[src/rtl/mat_stream_sequencer.sv]
// Streams elementwise matrix operands into a lane-parallel ALU and drains results via a credit FIFO.
// Optional MAT_SEQ_PERF_EN adds busy/stall performance counters.
module mat_stream_sequencer #(
    parameter int DATA_WIDTH = 32,
    parameter int LANES      = 4,
    parameter int ADDR_WIDTH = 16,
    parameter int DIM_WIDTH  = 16,
    parameter int FIFO_DEPTH = 8,
    parameter logic [ADDR_WIDTH-1:0] A_BASE   = '0,
    parameter logic [ADDR_WIDTH-1:0] B_BASE   = 16'h4000,
    parameter logic [ADDR_WIDTH-1:0] RES_BASE = 16'h8000
) (
    input  logic                        clock,
    input  logic                        reset_n,
    input  logic                        cmd_valid,
    output logic                        cmd_ready,
    input  logic [2:0]                  cmd_op,
    input  logic [DIM_WIDTH-1:0]        cmd_dim1,
    input  logic [DIM_WIDTH-1:0]        cmd_dim2,
    input  logic [DATA_WIDTH-1:0]       cmd_scalar,
    output logic                        rd_en_a,
    output logic                        rd_en_b,
    output logic [ADDR_WIDTH-1:0]       rd_addr,
    output logic [ADDR_WIDTH-1:0]       rd_addr_a,
    output logic [ADDR_WIDTH-1:0]       rd_addr_b,
    input  logic [DATA_WIDTH*LANES-1:0] rd_data_a,
    input  logic [DATA_WIDTH*LANES-1:0] rd_data_b,
    output logic                        alu_valid,
    output logic [2:0]                  alu_op,
    output logic [DATA_WIDTH*LANES-1:0] alu_a,
    output logic [DATA_WIDTH*LANES-1:0] alu_b,
    input  logic                        res_valid,
    input  logic [DATA_WIDTH*LANES-1:0] res_data,
    output logic                        wr_en,
    input  logic                        wr_ready,
    output logic [ADDR_WIDTH-1:0]       wr_addr,
    output logic [DATA_WIDTH*LANES-1:0] wr_data,
    output logic [LANES-1:0]            wr_mask,
    output logic                        busy,
    output logic                        done,
    output logic                        err
`ifdef MAT_SEQ_PERF_EN
    ,
    output logic [31:0]                 perf_cycles,
    output logic [31:0]                 perf_stall
`endif
);
    localparam int WW = DATA_WIDTH * LANES;
    localparam int EW = 2 * DIM_WIDTH;
    localparam int CW = $clog2(FIFO_DEPTH) + 1;
    localparam int PW = $clog2(FIFO_DEPTH);
    localparam int LW = $clog2(LANES) + 1;

    typedef enum logic [1:0] {IDLE, ISSUE, DRAIN, DONE} state_t;
    state_t state, state_d;

    logic [2:0]            op;
    logic [DATA_WIDTH-1:0] scalar;
    logic [EW-1:0]         words, issued, written;
    logic [LW-1:0]         tail;
    logic [CW-1:0]         credits, count, inflight;
    logic [PW-1:0]         wp, rp;
    logic [WW-1:0]         fifo [FIFO_DEPTH];
    logic                  alu_v, err_q;

    logic [EW-1:0]         elems, words_c;
    logic [LW-1:0]         tail_c;
    logic                  accept, legal, issue, pop, push, last;
    logic [ADDR_WIDTH-1:0] rd_off;

    assign elems   = {{DIM_WIDTH{1'b0}}, cmd_dim1} * {{DIM_WIDTH{1'b0}}, cmd_dim2};
    assign words_c = elems / EW'(LANES) + EW'(elems % EW'(LANES) != '0);
    assign tail_c  = LW'(elems % EW'(LANES));
    assign accept  = cmd_valid && cmd_ready;
    assign legal   = cmd_op <= 3'd4;
    assign issue   = (state == ISSUE) && (credits != '0) && (issued < words);
    assign pop     = wr_en && wr_ready;
    // Words issued but not yet returned by the ALU.
    assign inflight = CW'(FIFO_DEPTH) - credits - count;
    assign push    = res_valid && (inflight != '0);
    assign last    = written == words - EW'(1);
    assign rd_off  = issued[ADDR_WIDTH-1:0];

    always_ff @(posedge clock or negedge reset_n) begin
        if (!reset_n) state <= IDLE;
        else          state <= state_d;
    end

    always_comb begin
        state_d = state;
        unique case (state)
            IDLE:  if (accept && legal) state_d = (words_c == '0) ? DONE : ISSUE;
            ISSUE: if (issued == words) state_d = DRAIN;
            DRAIN: if (written == words) state_d = DONE;
            DONE:  state_d = IDLE;
            default: state_d = IDLE;
        endcase
    end

    always_ff @(posedge clock or negedge reset_n) begin
        if (!reset_n) begin
            op      <= '0;
            scalar  <= '0;
            words   <= '0;
            tail    <= '0;
            issued  <= '0;
            written <= '0;
            credits <= CW'(FIFO_DEPTH);
            count   <= '0;
            wp      <= '0;
            rp      <= '0;
            alu_v   <= 1'b0;
            err_q   <= 1'b0;
        end else begin
            err_q <= accept && !legal;
            alu_v <= issue;
            if (accept) begin
                op      <= cmd_op;
                scalar  <= cmd_scalar;
                words   <= legal ? words_c : '0;
                tail    <= tail_c;
                issued  <= '0;
                written <= '0;
            end else begin
                if (issue) issued  <= issued + EW'(1);
                if (pop)   written <= written + EW'(1);
            end
            credits <= credits - CW'(issue) + CW'(pop);
            count   <= count + CW'(push) - CW'(pop);
            if (push) wp <= wp + PW'(1);
            if (pop)  rp <= rp + PW'(1);
        end
    end

    always_ff @(posedge clock) begin
        if (push) fifo[wp] <= res_data;
    end

    // A result with nothing outstanding is a protocol error and is dropped.
    always @(posedge clock) begin
        if (reset_n) assert (!(res_valid && inflight == '0));
    end

    assign cmd_ready = state == IDLE;
    assign busy      = state != IDLE;
    assign done      = state == DONE;
    assign err       = err_q;
    assign rd_en_a   = issue;
    assign rd_en_b   = issue && (op == 3'd0);
    assign rd_addr   = issue ? rd_off : '0;
    assign rd_addr_a = issue ? A_BASE + rd_off : '0;
    assign rd_addr_b = rd_en_b ? B_BASE + rd_off : '0;
    assign alu_valid = alu_v;
    assign alu_op    = op;
    assign alu_a     = alu_v ? rd_data_a : '0;
    assign alu_b     = !alu_v ? '0 :
                       (op == 3'd0) ? rd_data_b : {LANES{scalar}};
    assign wr_en     = count != '0;
    assign wr_addr   = wr_en ? RES_BASE + written[ADDR_WIDTH-1:0] : '0;
    assign wr_data   = wr_en ? fifo[rp] : '0;
    assign wr_mask   = !wr_en ? '0 :
                       (last && tail != '0) ? ~({LANES{1'b1}} << tail) : '1;

`ifdef MAT_SEQ_PERF_EN
    always_ff @(posedge clock or negedge reset_n) begin
        if (!reset_n) begin
            perf_cycles <= '0;
            perf_stall  <= '0;
        end else if (accept) begin
            perf_cycles <= '0;
            perf_stall  <= '0;
        end else begin
            if (busy && !(&perf_cycles)) perf_cycles <= perf_cycles + 32'd1;
            if ((state == ISSUE) && ((credits == '0) || (wr_en && !wr_ready))
                && !(&perf_stall))
                perf_stall <= perf_stall + 32'd1;
        end
    end
`endif
endmodule
[config.mk]
export PLATFORM = sky130hd
export DESIGN_NAME = mat_stream_sequencer
export DESIGN_NICKNAME = d
export VERILOG_FILES = /design/src/rtl/mat_stream_sequencer.sv
export SDC_FILE = /design/constraint.sdc
export NUM_CORES = 2
export LEC_CHECK = 0
export BUFFER_PORTS_ARGS = -buffer_cell sky130_fd_sc_hd__buf_2
export CAP_MARGIN = 25
export CORE_AREA = 2 2 362 364
export CTS_BUF_LIST = sky130_fd_sc_hd__clkbuf_8
export DETAILED_ROUTE_END_ITERATION = 7
export DIE_AREA = 0 0 364 366
export PLACE_DENSITY = 0.7
export SYNTH_ARGS = -nofsm -noshare
export SYNTH_HDL_FRONTEND = slang
export SYNTH_SLANG_ARGS = --single-unit
[constraint.sdc]
create_clock -name clock -period 15.5 [get_ports clock]
set_clock_uncertainty 0.15 [all_clocks]
set_input_delay 3.1 -clock clock [delete_from_list [all_inputs] [get_ports clock]]
set_output_delay 3.1 -clock clock [all_outputs]
set_load 0.05 [all_outputs]
After elaboration in Yosys (flattened, before gate mapping) --
Memories as Yosys holds them, arrays and structs flattened. Cells that the tools add are included.
Word-level totals: register bits after elaboration 151, RAM bits 1024, input bits 456, output and inout bits 463, word-level logic and storage cells 85, memories 1
Memory list:
- fifo | words 8, bits a word 128, read ports 1, clocked after memory_dff 0, write ports 1, RTL line 63 | logic [WW-1:0] fifo [FIFO_DEPTH];
Operators by class: add/subtract/negate cells 14, $mul 1, $lt $le $gt $ge 2, equal/unequal tests 9, shift operators 1, multiplexer cells 21, bitwise gates (word level) 1, reductions and logical operators 22
Operators by type and width (count):
- $mux W128 | 4
- $mux W32 | 4
- $eq A32 B32 Y1 | 3
- $add A32 B1 Y32 const B | 2
- $mux W16 | 3
- $logic_not A32 Y1 | 1
- $lt A32 B32 Y1 | 1
- $mul A16 B16 Y32 | 1
- $reduce_bool A32 Y1 | 1
- $sub A32 B1 Y32 const B | 1
- $add A30 B1 Y31 | 1
- $mux W31 | 1
- $add A15 B16 Y16 const A | 1
- $add A16 B16 Y16 const A | 1
- $reduce_bool A4 Y1 | 3
- $logic_and A1 B1 Y1 | 9
- $add A4 B1 Y4 | 2
- $mux W2 | 4
- $mux W4 | 2
- $pmux W2 S4 | 1
- $sub A4 B1 Y4 | 2
- $add A3 B1 Y3 const B | 2
- $reduce_bool A2 Y1 | 3
- $eq A2 B2 Y1 const B | 2
- other kinds (14) | 16

Depth between registers and ports, before layout --
depth in word-level cells 7, mapped depth 26, mapped depth without buffers 24

Least setup slack after synthesis --
OpenSTA, ideal clock, no wires.
kind input port to flip-flop, start point in res_valid, end point mem fifo[2][0] (netlist bit), enable pin, library setup time 0.798 ns, data arrival time 12.832 ns, data required time 14.552 ns, slack 1.720 ns, stages on the path 3, path buffers 0, cells stage by stage o21ai_1 or2_2 nor3b_1
On the way: word-level cells in the longest chain between the ends 3
RTL lines:
- from (decl) | RTL line 32 | input logic res_valid,
- $logic_and A1 B1 Y1 | RTL line 80 | assign push = res_valid && (inflight != '0);
- $mux W1 | RTL line 136 | if (push) fifo[wp] <= res_data;
- $mux W1 (implied by the code) | RTL line 136
- to (decl) | RTL line 63
No other way between the ends.

Worst setup path in the final report --
start point in cmd_dim1[10], end point reg state[1]
On the way: word-level cells in the longest chain between the ends 6
RTL lines:
- from (decl) | RTL line 18 | input logic [DIM_WIDTH-1:0] cmd_dim1,
- $mul A16 B16 Y32 | RTL line 71 | assign elems = {{DIM_WIDTH{1'b0}}, cmd_dim1} * {{DIM_WIDTH{1'b0}}, cmd_dim2};
- $add A30 B1 Y31 | RTL line 72 | assign words_c = elems / EW'(LANES) + EW'(elems % EW'(LANES) != '0);
- $logic_not A32 Y1 | RTL line 92 | IDLE: if (accept && legal) state_d = (words_c == '0) ? DONE : ISSUE;
- $mux W2 (2 in a row) | RTL line 92
- $pmux W2 S4 | RTL line 91 | unique case (state)
- to (signal assigned) | RTL line 86 | else state <= state_d;
- to (decl) | RTL line 55 | state_t state, state_d;
No other way between the ends. The select of a mux whose other input is x is not followed. A chain may end at the register's enable or synchronous reset.

==> results.py <==
metrics = {
    "outcome": {
        "status": "completed",
    },
    "worst_hold_path": {
        "hold_path_class": "reg2reg",
    },
    "worst_setup_path": {
        "critPathCaptureType": "flop",
        "start_kind": "primary input",
        "required_ns": 16.17,
        "arrival_ns": 10.24,
        "crit_fanout": 16,
        "worst-setup-path-type": "in2reg",
    },
    "routing": {
        "antenna_left": 0,
        "drc": 0,
        "viasPerCell": 5.71,
        "avgRoutedWirePerCell_microns": 30.6,
        "drt_iter0_markers": 4062,
        "routed_wl_microns": 220000,
        "firstDrtPassIters": 5,
        "vias": 41082,
    },
    "pwr": {
        "power_switching_uw": 8970,
        "switching_share_pct": 50.5,
        "power_frac_clock_pct": 14.1,
        "p_leak_uw": 0.0279,
        "seqPwrFrac_pct": 24.6,
        "combPwrFrac_pct": 61.3,
        "p_per_area_nw_per_um2": 254,
        "p_int_uw": 8800,
        "ir_worst_vdd_uv": 312,
    },
    "yosys": {
        "synth.avg_cell_area_sq_um": 14.1,
        "synthArstFlopShare_pct": 12.8,
        "syn_inst": 4262,
        "synth_edf_count": 1024,
        "ys_warn_count": 0,
        "synth.area.top_cells": "edfxtp_1, mux4_2, fa_1",
        "syn_nets": 5076,
        "synth-seq-area-share_pct": 57.5,
        "synth_cell_types": 89,
        "ys_seq_elements": 1174,
        "synth_area_leader_cell": "edfxtp_1",
        "ys.flop_type": "edfxtp_1",
        "netlist_area_sq_um": 60000,
        "synth.top_cell.area_share_pct": 51.3,
    },
    "grt": {
        "grt_usage_pct": 33.6,
        "grt_max_degree": 164,
        "grt_overflow": 0,
        "antenna_found_initial": 188,
        "grt_pass1_vias": 39450,
        "grt_pass1_wl_microns": 307000,
    },
    "placement": {
        "hpwl_microns": 150000,
        "numPortBuffers": 918,
        "place_congestion": 1.11,
        "placed_cell_area_sq_um": 66200,
        "dp.cells": 6709,
    },
    "timing": {
        "holdWs_ns": 0.315,
        "tns_ns": 0,
        "fmax_ghz": 0.104,
        "slew_viol_final": 0,
        "setup_viol": 0,
        "period_needed_ns": 9.57,
        "hold_viol": 0,
        "tightest_slew_ns": 1.18,
        "rsz0062_at_grt": "no",
        "slew_headroom_pct": 21.4,
        "fin_crit_sh_pct": 61.8,
    },
    "final_layout": {
        "final_cell_mix": "edfxtp_1, buf_2, nand2_1",
        "nFillCells": 10790,
        "layout.cells.non_filler": 7190,
        "multi_input_area_sq_um": 23600,
        "fin_nets": 5972,
        "drive_above_1_share_pct": 27.8,
        "area_growth_pct": 16.9,
        "final_area_sq_um": 70100,
        "regArea_sq_um": 34500,
        "layout_commonest_cell": "edfxtp_1",
        "post-route-util_pct": 54.3,
    },
    "cts": {
        "cts_setup_buffers": 0,
        "clk_latency_ns": 0.94,
        "cts-root-buf": "clkbuf_8",
        "cts.clk_slew.worst_paths_ns": 0.07,
        "htree_levels": 4,
        "clock_path_buffers": 3,
        "cts_tree": "yes",
        "cts-hold-fix-buffers": 0,
        "cts_resized": 0,
        "cts-buffers-inserted": 188,
        "clock_sinks": 1174,
    },
    "job": {
        "maxCapViolations": 0,
    },
    "floorplan": {
        "die_area_sq_um": 133000,
        "rows": 132,
        "start_util_pct": 46.5,
        "die_x_microns": 364,
        "core_area_sq_um": 129000,
        "die_h_microns": 366,
        "pin_count": 919,
    },
}
[state kept, by name, summed over array words and instances, names as in the netlist, 2 cells and up]
| signal | count |
|---|---|
| alu_op | 3 |
| count | 4 |
| credits | 4 |
| fifo | 1024 |
| issued | 32 |
| rp | 3 |
| scalar | 32 |
| state | 2 |
| tail | 2 |
| words | 31 |
| wp | 3 |
| written | 32 |
[critical path: stages]
cell      delay [ns]
buf_2           0.34
nand2_1         0.15
fa_1            0.53
fa_1            0.58
fa_1            0.47
fa_1            0.57
fa_1            0.45
fa_1            0.50
inv_1           0.04
ha_1            0.41
and4_1          0.29
nand3_1         0.10
a21oi_2         0.29
nor2_1          0.09
xnor2_1         0.48
nand4_1         0.38
nor3_1          0.42
or4b_1          0.54
and3b_1         0.22
o221ai_1        0.19
o21ai_1         0.08
[power by group through the flow]
| stage | Combinational [uW] | Sequential, uW | Clock, uW |
|---|---|---|---|
| after floorplan | 8020 | 4430 | 0 |
| after global placement | 10700 | 4410 | 0 |
| after detailed placement | 10700 | 4440 | 0 |
| after CTS | 10800 | 4380 | 2570 |
| after global routing | 11600 | 4430 | 2710 |
| final | 10900 | 4380 | 2510 |
[Yosys cell counts, types with 11 or more instances]
| master | number |
|---|---|
| mux2i_1 | 134 |
| buf_2 | 11 |
| o22ai_1 | 22 |
| nor2b_1 | 165 |
| nand2_1 | 354 |
| xnor2_1 | 62 |
| and3_1 | 57 |
| xor2_1 | 88 |
| a31oi_1 | 11 |
| fa_1 | 197 |
| and2_1 | 273 |
| nor3_1 | 32 |
| o21ai_0 | 49 |
| edfxtp_1 | 1024 |
| nor4_1 | 20 |
| dfrtp_1 | 149 |
| buf_1 | 40 |
| nor2_1 | 237 |
| clkbuf_1 | 174 |
| ha_1 | 161 |
| buf_4 | 16 |
| inv_1 | 255 |
| a21oi_1 | 190 |
| a21o_1 | 23 |
| or3_1 | 11 |
| nand4_1 | 38 |
| nand3_1 | 48 |
| mux4_2 | 256 |
[layout make-up]
class                   instances  share of cell area, %
flip-flops and latches       1174                   49.3
multi-input cells            2590                   33.7
repair buffers                948                   7.06
clock buffers                 194                   3.81
well taps                    1742                   3.11
inverters                     256                   1.37
clock inverters               148                   1.25
diodes                        138                  0.493
[path summary, 6_finish.rpt]
check                      cells after the start  slack [ns]         end    startpoint
setup / recovery                              21        5.93    state[1]  cmd_dim1[10]
hold / removal                                 2        0.31  scalar[17]    scalar[17]
setup reg to reg                              13       10.84  issued[22]     words[17]
hold reg to reg                                2        0.31  scalar[17]    scalar[17]
max in group asynchronous                      2       11.49   alu_valid       reset_n
min in group asynchronous                      1        2.07     tail[0]       reset_n
[stage by stage]
stage               setup slack [ns]  total power, uW
global route                    5.57            18700
detailed placement              5.09            15200
CTS                             6.10            17700
finish                          5.93            17800
global placement                5.12            15100
floorplan                       1.72            12400
[layer usage]
layer / part of all wire [%] / vias up / global-route usage, %
met5: 0.27 / - / 0.254
met4: 9.8 / 90 / 30.8
met3: 11 / 725 / 15.0
met2: 45 / 2203 / 46.9
met1: 35 / 20616 / 38.5
li1: - / 17448 / -
[logic make-up (layout without fill, tap and decap cells)]
kind of cell	after synthesis	after routing	synth area share [%]
fa+ha+maj	358	358	9.93
simple gates	1303	1303	11.3
other cells	0	138	0
buf+inv	498	1546	3.25
compound gates	388	388	3.95
xor+xnor	150	150	2.19
flops	1174	1174	57.5
mux	391	391	11.9
No activity file was read; power rests on OpenSTA's default activity.
